--- config.mk ---
export PLATFORM = sky130hd
export DESIGN_NAME = addsub_serial_flat
export DESIGN_NICKNAME = d
export VERILOG_FILES = /design/src/rtl/addsub_serial_if.sv /design/src/rtl/addsub_serial.sv /design/src/flat_wrapper.sv
export SDC_FILE = /design/constraint.sdc
export NUM_CORES = 1
export LEC_CHECK = 0
export ABC_AREA = 1
export BUFFER_PORTS_ARGS = -buffer_cell sky130_fd_sc_hd__buf_2
export CELL_PAD_IN_SITES_DETAIL_PLACEMENT = 1
export CELL_PAD_IN_SITES_GLOBAL_PLACEMENT = 1
export CORE_ASPECT_RATIO = 0.8
export CORE_MARGIN = 2
export CORE_UTILIZATION = 45
export DETAILED_ROUTE_END_ITERATION = 6
export HOLD_SLACK_MARGIN = 0.08
export PLACE_DENSITY_LB_ADDON = 0.1
export SYNTH_ARGS = -nofsm -noshare
export SYNTH_HDL_FRONTEND = slang
export SYNTH_SLANG_ARGS = --single-unit
--- constraint.sdc ---
create_clock -name clk -period 3.1 [get_ports clk]
set_clock_uncertainty 0.15 [all_clocks]
set_input_delay 0.155 -clock clk [delete_from_list [all_inputs] [get_ports clk]]
set_output_delay 0.155 -clock clk [all_outputs]
set_load 0.005 [all_outputs]
--- src/rtl/addsub_serial_if.sv ---
// addsub_serial_if: start/busy/done handshake bundle for addsub_serial.
//   master: drives start, a, b, sub; observes busy, done, sum and the four flags.
//   slave : the serial adder/subtractor side.
interface addsub_serial_if #(
  parameter int unsigned WIDTH = 32
);
  logic             start;
  logic [WIDTH-1:0] a;
  logic [WIDTH-1:0] b;
  logic             sub;
  logic             busy;
  logic             done;
  logic [WIDTH-1:0] sum;
  logic             cf;
  logic             ovf;
  logic             sf;
  logic             zf;

  modport master (
    output start, a, b, sub,
    input  busy, done, sum, cf, ovf, sf, zf
  );

  modport slave (
    input  start, a, b, sub,
    output busy, done, sum, cf, ovf, sf, zf
  );
endinterface

--- src/rtl/addsub_serial.sv ---
// addsub_serial: multi-cycle WIDTH-bit adder/subtractor processing CHUNK bits
// per clock, returning carry/borrow, signed overflow, sign and zero flags.
//   clk   : rising-edge clock
//   rst_n : asynchronous active-low reset
//   bus   : slave side of addsub_serial_if
//           start/a/b/sub in; busy, done (1-cycle pulse), sum, cf, ovf, sf, zf out.
// Results and flags are held registers, updated only on the completing edge.
module addsub_serial #(
  parameter int unsigned WIDTH = 32,
  parameter int unsigned CHUNK = 8
) (
  input logic           clk,
  input logic           rst_n,
  addsub_serial_if.slave bus
);

  localparam int unsigned N  = WIDTH / CHUNK;
  localparam int unsigned CW = (N > 1) ? $clog2(N) : 1;

  typedef enum logic {
    IDLE = 1'b0,
    RUN  = 1'b1
  } state_t;

  state_t           state, state_d;
  logic [WIDTH-1:0] opa, opb, acc, acc_d;
  logic             carry, sub_q, last;
  logic [CW-1:0]    cnt;
  logic [CHUNK:0]   slice_sum;

  logic [WIDTH-1:0] sum_q;
  logic             cf_q, ovf_q, sf_q, zf_q, done_q;

  always_comb begin
    state_d   = state;
    last      = 1'b0;
    slice_sum = {1'b0, opa[CHUNK-1:0]} + {1'b0, opb[CHUNK-1:0]} + (CHUNK+1)'(carry);
    // Slices enter at the top and move down, so after N slices slice 0 sits at bit 0.
    acc_d     = (acc >> CHUNK) | (WIDTH'(slice_sum[CHUNK-1:0]) << (WIDTH - CHUNK));
    case (state)
      IDLE: if (bus.start) state_d = RUN;
      RUN: begin
        if (cnt == CW'(N - 1)) begin
          last    = 1'b1;
          state_d = IDLE;
        end
      end
      default: state_d = IDLE;
    endcase
  end

  always_ff @(posedge clk or negedge rst_n) begin
    if (!rst_n) state <= IDLE;
    else        state <= state_d;
  end

  always_ff @(posedge clk or negedge rst_n) begin
    if (!rst_n) begin
      opa    <= '0;
      opb    <= '0;
      acc    <= '0;
      carry  <= 1'b0;
      sub_q  <= 1'b0;
      cnt    <= '0;
      sum_q  <= '0;
      cf_q   <= 1'b0;
      ovf_q  <= 1'b0;
      sf_q   <= 1'b0;
      zf_q   <= 1'b0;
      done_q <= 1'b0;
    end else begin
      done_q <= 1'b0;
      case (state)
        IDLE: begin
          if (bus.start) begin
            opa   <= bus.a;
            opb   <= bus.sub ? ~bus.b : bus.b;
            carry <= bus.sub;
            sub_q <= bus.sub;
            cnt   <= '0;
            acc   <= '0;
          end
        end
        RUN: begin
          opa   <= opa >> CHUNK;
          opb   <= opb >> CHUNK;
          carry <= slice_sum[CHUNK];
          acc   <= acc_d;
          cnt   <= cnt + CW'(1);
          if (last) begin
            // On the final slice the operand registers' top slice bit is the
            // original MSB of a and of the effective b.
            sum_q  <= acc_d;
            cf_q   <= slice_sum[CHUNK] ^ sub_q;
            ovf_q  <= (opa[CHUNK-1] == opb[CHUNK-1]) && (acc_d[WIDTH-1] != opa[CHUNK-1]);
            sf_q   <= acc_d[WIDTH-1];
            zf_q   <= (acc_d == '0);
            done_q <= 1'b1;
          end
        end
        default: ;
      endcase
    end
  end

  assign bus.busy = (state == RUN);
  assign bus.done = done_q;
  assign bus.sum  = sum_q;
  assign bus.cf   = cf_q;
  assign bus.ovf  = ovf_q;
  assign bus.sf   = sf_q;
  assign bus.zf   = zf_q;

endmodule

--- src/flat_wrapper.sv ---
// flat-port wrapper written by rule: the top's interface ports become plain ports
module addsub_serial_flat 
#(
  parameter int unsigned WIDTH = 32,
  parameter int unsigned CHUNK = 8
)
  (clk, rst_n, bus_start, bus_a, bus_b, bus_sub, bus_busy, bus_done, bus_sum, bus_cf, bus_ovf, bus_sf, bus_zf);
  addsub_serial_if #(.WIDTH(WIDTH)) bus_i ();
  input logic clk;
  input logic rst_n;
  input wire logic [$bits(bus_i.start)-1:0] bus_start;
  input wire logic [$bits(bus_i.a)-1:0] bus_a;
  input wire logic [$bits(bus_i.b)-1:0] bus_b;
  input wire logic [$bits(bus_i.sub)-1:0] bus_sub;
  output wire logic [$bits(bus_i.busy)-1:0] bus_busy;
  output wire logic [$bits(bus_i.done)-1:0] bus_done;
  output wire logic [$bits(bus_i.sum)-1:0] bus_sum;
  output wire logic [$bits(bus_i.cf)-1:0] bus_cf;
  output wire logic [$bits(bus_i.ovf)-1:0] bus_ovf;
  output wire logic [$bits(bus_i.sf)-1:0] bus_sf;
  output wire logic [$bits(bus_i.zf)-1:0] bus_zf;
  assign bus_i.start = bus_start;
  assign bus_i.a = bus_a;
  assign bus_i.b = bus_b;
  assign bus_i.sub = bus_sub;
  assign bus_busy = bus_i.busy;
  assign bus_done = bus_i.done;
  assign bus_sum = bus_i.sum;
  assign bus_cf = bus_i.cf;
  assign bus_ovf = bus_i.ovf;
  assign bus_sf = bus_i.sf;
  assign bus_zf = bus_i.zf;
  addsub_serial #(.WIDTH(WIDTH), .CHUNK(CHUNK)) u_core (.clk(clk), .rst_n(rst_n), .bus(bus_i));
endmodule
==> reports/qor.yml <==
outcome: "completed"
cp.required_ns: 3.30
drtIter0Drc: 233
fin_crit_ns: 2.41
synth_edf_count: 0
cts_made_buffers: 17
drv_slew: 0
cts-root-buf: "clkbuf_16"
maxCapViolCount: 0
worstSkewPairLatency_ns: 0.41
routed_wl_um: 16800
crit_arrival_ns: 2.61
slowest_delay_ns: 0.57
diodes: 0
area_growth_pct: 32.7
period_share: 0.777
clockBufferDepth: 2
fmax_ghz: 0.415
via_per_inst: 5.07
power_density_nw_per_um2: 943
pre_cts_ws_ns: 0.796
cts_resized: 0
layout.nets: 873
p_leak_nw: 3.75
ant_nets: 0
utilization: 0.607
seq_power_share: 0.370
path_max_fanout: 34
io_pins: 106
p_sw_mw: 2.72
ys_seq_area_frac: 0.553
drt-pass1-iter-count: 4
crit_path_top_delay_cell: "dlygate4sd3_1"
setup_viol_count_final: 0
design_area_um2: 7750
grt_pass1_wl_um: 28500
end_kind: "register"
synth_cell_types: 34
placed_cells: 881
p_int_mw: 4.60
dieArea_um2: 13900
htreeDepth: 4
die_w_um: 131
setup_slack_ns: 0.691
rows: 37
hold_class: "in2async"
die_h_um: 106
final_cell_count_no_fill: 983
synthFlopType: "dfrtp_1"
cts_setup_buffers: 0
cts.sinks: 129
synth.cell_area_um2: 5840
p_comb_frac: 0.355
start_util: 0.457
crit_type: "reg2reg"
grt_max_degree: 68
synthArstFlopShare: 1.00
clkPwrFrac: 0.275
tightest_slew_ns: 0.966
gr-total-overflow: 0
place_congestion: 0.830
drc: 0
antenna_found_initial: 0
fillCellCount: 1481
synth_warnings: 0
vias: 4980
cts_hold_buf: 70
clk_pin_slew_ns: 0.06
relSlewSlack: 0.356
groute.usage.overall: 0.261
syn_inst: 629
drive_gt1_frac: 0.208
dp_hpwl_um: 10300
switching_share: 0.371
start_kind: "register"
hold_viol_final: 0
avgSynthCellArea_um2: 9.29
grt_pass1_vias: 5570
tritoncts: "yes"
ir_drop_mv: 0.454
cp_cell_sequence: "inv_4 -> nand2_2 -> inv_2 -> nand2_1 -> nand3_1 -> dlygate4sd3_1"
portBuffers: 105
ys_seq_elements: 129
fin_tns_setup_ns: 0
post_dp_cell_area_um2: 6460
synth_fp_nets: 707
rsz0062_at_grt: "no"
coreArea_um2: 12800
wl_per_cell_um: 17.1
-- layout make-up --
type,instances,area (um2),area share
clock buffers,22,454,0.0586
clock inverters,10,135,0.0174
inverters,51,194,0.0250
multi-input cells,413,2230,0.287
flip-flops and latches,129,3230,0.417
well taps,175,219,0.0283
repair buffers,183,1290,0.167
-- cell usage after synthesis, types with 4 or more instances --
library cell  count  area, um2
nand2_1         186        698
o211ai_1         25        188
inv_1            46        173
inv_2             4       15.0
nand2_2          11       68.8
buf_2            19       95.1
o22ai_1          24        150
ha_1              8        100
clkbuf_1          9       33.8
a22o_1            8       70.1
buf_4             7       52.6
nand3_1          33        165
xnor2_1          32        280
nor2_1           15       56.3
o21ai_0          42        210
dfrtp_1         129       3230
-- cell families (layout without fill, tap and decap cells) --
family	Yosys count	in the layout	synth area share
xor+xnor	34	34	0.0510
simple gates	257	257	0.185
buf+inv	87	266	0.0662
flops	129	129	0.553
fa+ha+maj	10	10	0.0240
compound gates	112	112	0.121
-- critical path: cells and delay by family (launching register included) --
| kind | cells | cell delay (ns) |
|---|---|---|
| flip-flops | 1 | 0.51 |
| AND/OR/NAND/NOR | 3 | 0.37 |
| buffers and inverters | 3 | 1.31 |
-- per-stage QoR --
step / total power, mW / hold slack [ns]
after global placement: 5.04 / 0.0359
after detailed placement: 5.18 / 0.0369
after global routing: 7.85 / 0.185
after floorplan: 4.36 / -0.291
final: 7.31 / 0.138
after CTS: 7.34 / 0.164
-- power groups by stage --
stage | clock (mW) | combinational (mW) | sequential [mW]
6_report | 2.01 | 2.60 | 2.71
5_1_grt | 2.12 | 2.96 | 2.77
4_1_cts | 2.04 | 2.60 | 2.70
3_5_place_dp | 0 | 2.47 | 2.72
3_3_place_gp | 0 | 2.36 | 2.68
2_1_floorplan | 0 | 1.75 | 2.61
-- sequential cells by signal (all words and copies together), names as in the netlist --
name and cells:
u_core.acc 24, u_core.bus.ovf 1, u_core.sub_q 1, u_core.opa 32, u_core.bus.zf 1, u_core.cnt 2
u_core.bus.busy 1, u_core.bus.cf 1, u_core.opb 32, u_core.carry 1, u_core.bus.done 1, u_core.bus.sum 32
-- metal layers --
layer | up-vias | track usage | wire length, um
met2 | 99 | 0.475 | 8740
met1 | 2470 | 0.316 | 7280
met4 | 0 | 0.0862 | 291
met5 | - | 0 | 0
met3 | 25 | 0.0486 | 530
li1 | 2386 | - | -
-- cells in the final DEF, fill, tap and decap left out, drive strengths merged, types with 3 or more instances in the layout --
cell	n
o21ai	45
ha	8
xnor2	32
nor2	18
bufinv	3
nand2	197
clkbuf	22
inv	51
a21oi	5
a22o	8
buf	113
o22ai	24
dfrtp	129
clkinv	6
dlygate4sd3	70
nand3	36
o211ai	25
nand4	3
-- final timing paths --
path / start / to / slack, ns / cells after the start
max reg2reg: u_core.bus.busy$_DFF_PN0_ / u_core.opa[4]$_DFFE_PN0P_ / 0.69 / 6
min in group clk: u_core.bus.sum[16]$_DFFE_PN0P_ / u_core.bus.sum[16]$_DFFE_PN0P_ / 0.33 / 2
min: rst_n / u_core.bus.sum[11]$_DFFE_PN0P_ / 0.14 / 2
max in group asynchronous: rst_n / u_core.bus.sum[12]$_DFFE_PN0P_ / 1.86 / 3
max: u_core.bus.busy$_DFF_PN0_ / u_core.opa[4]$_DFFE_PN0P_ / 0.69 / 6
min reg2reg: u_core.bus.sum[16]$_DFFE_PN0P_ / u_core.bus.sum[16]$_DFFE_PN0P_ / 0.33 / 2
No activity file was read; power rests on OpenSTA's default activity.
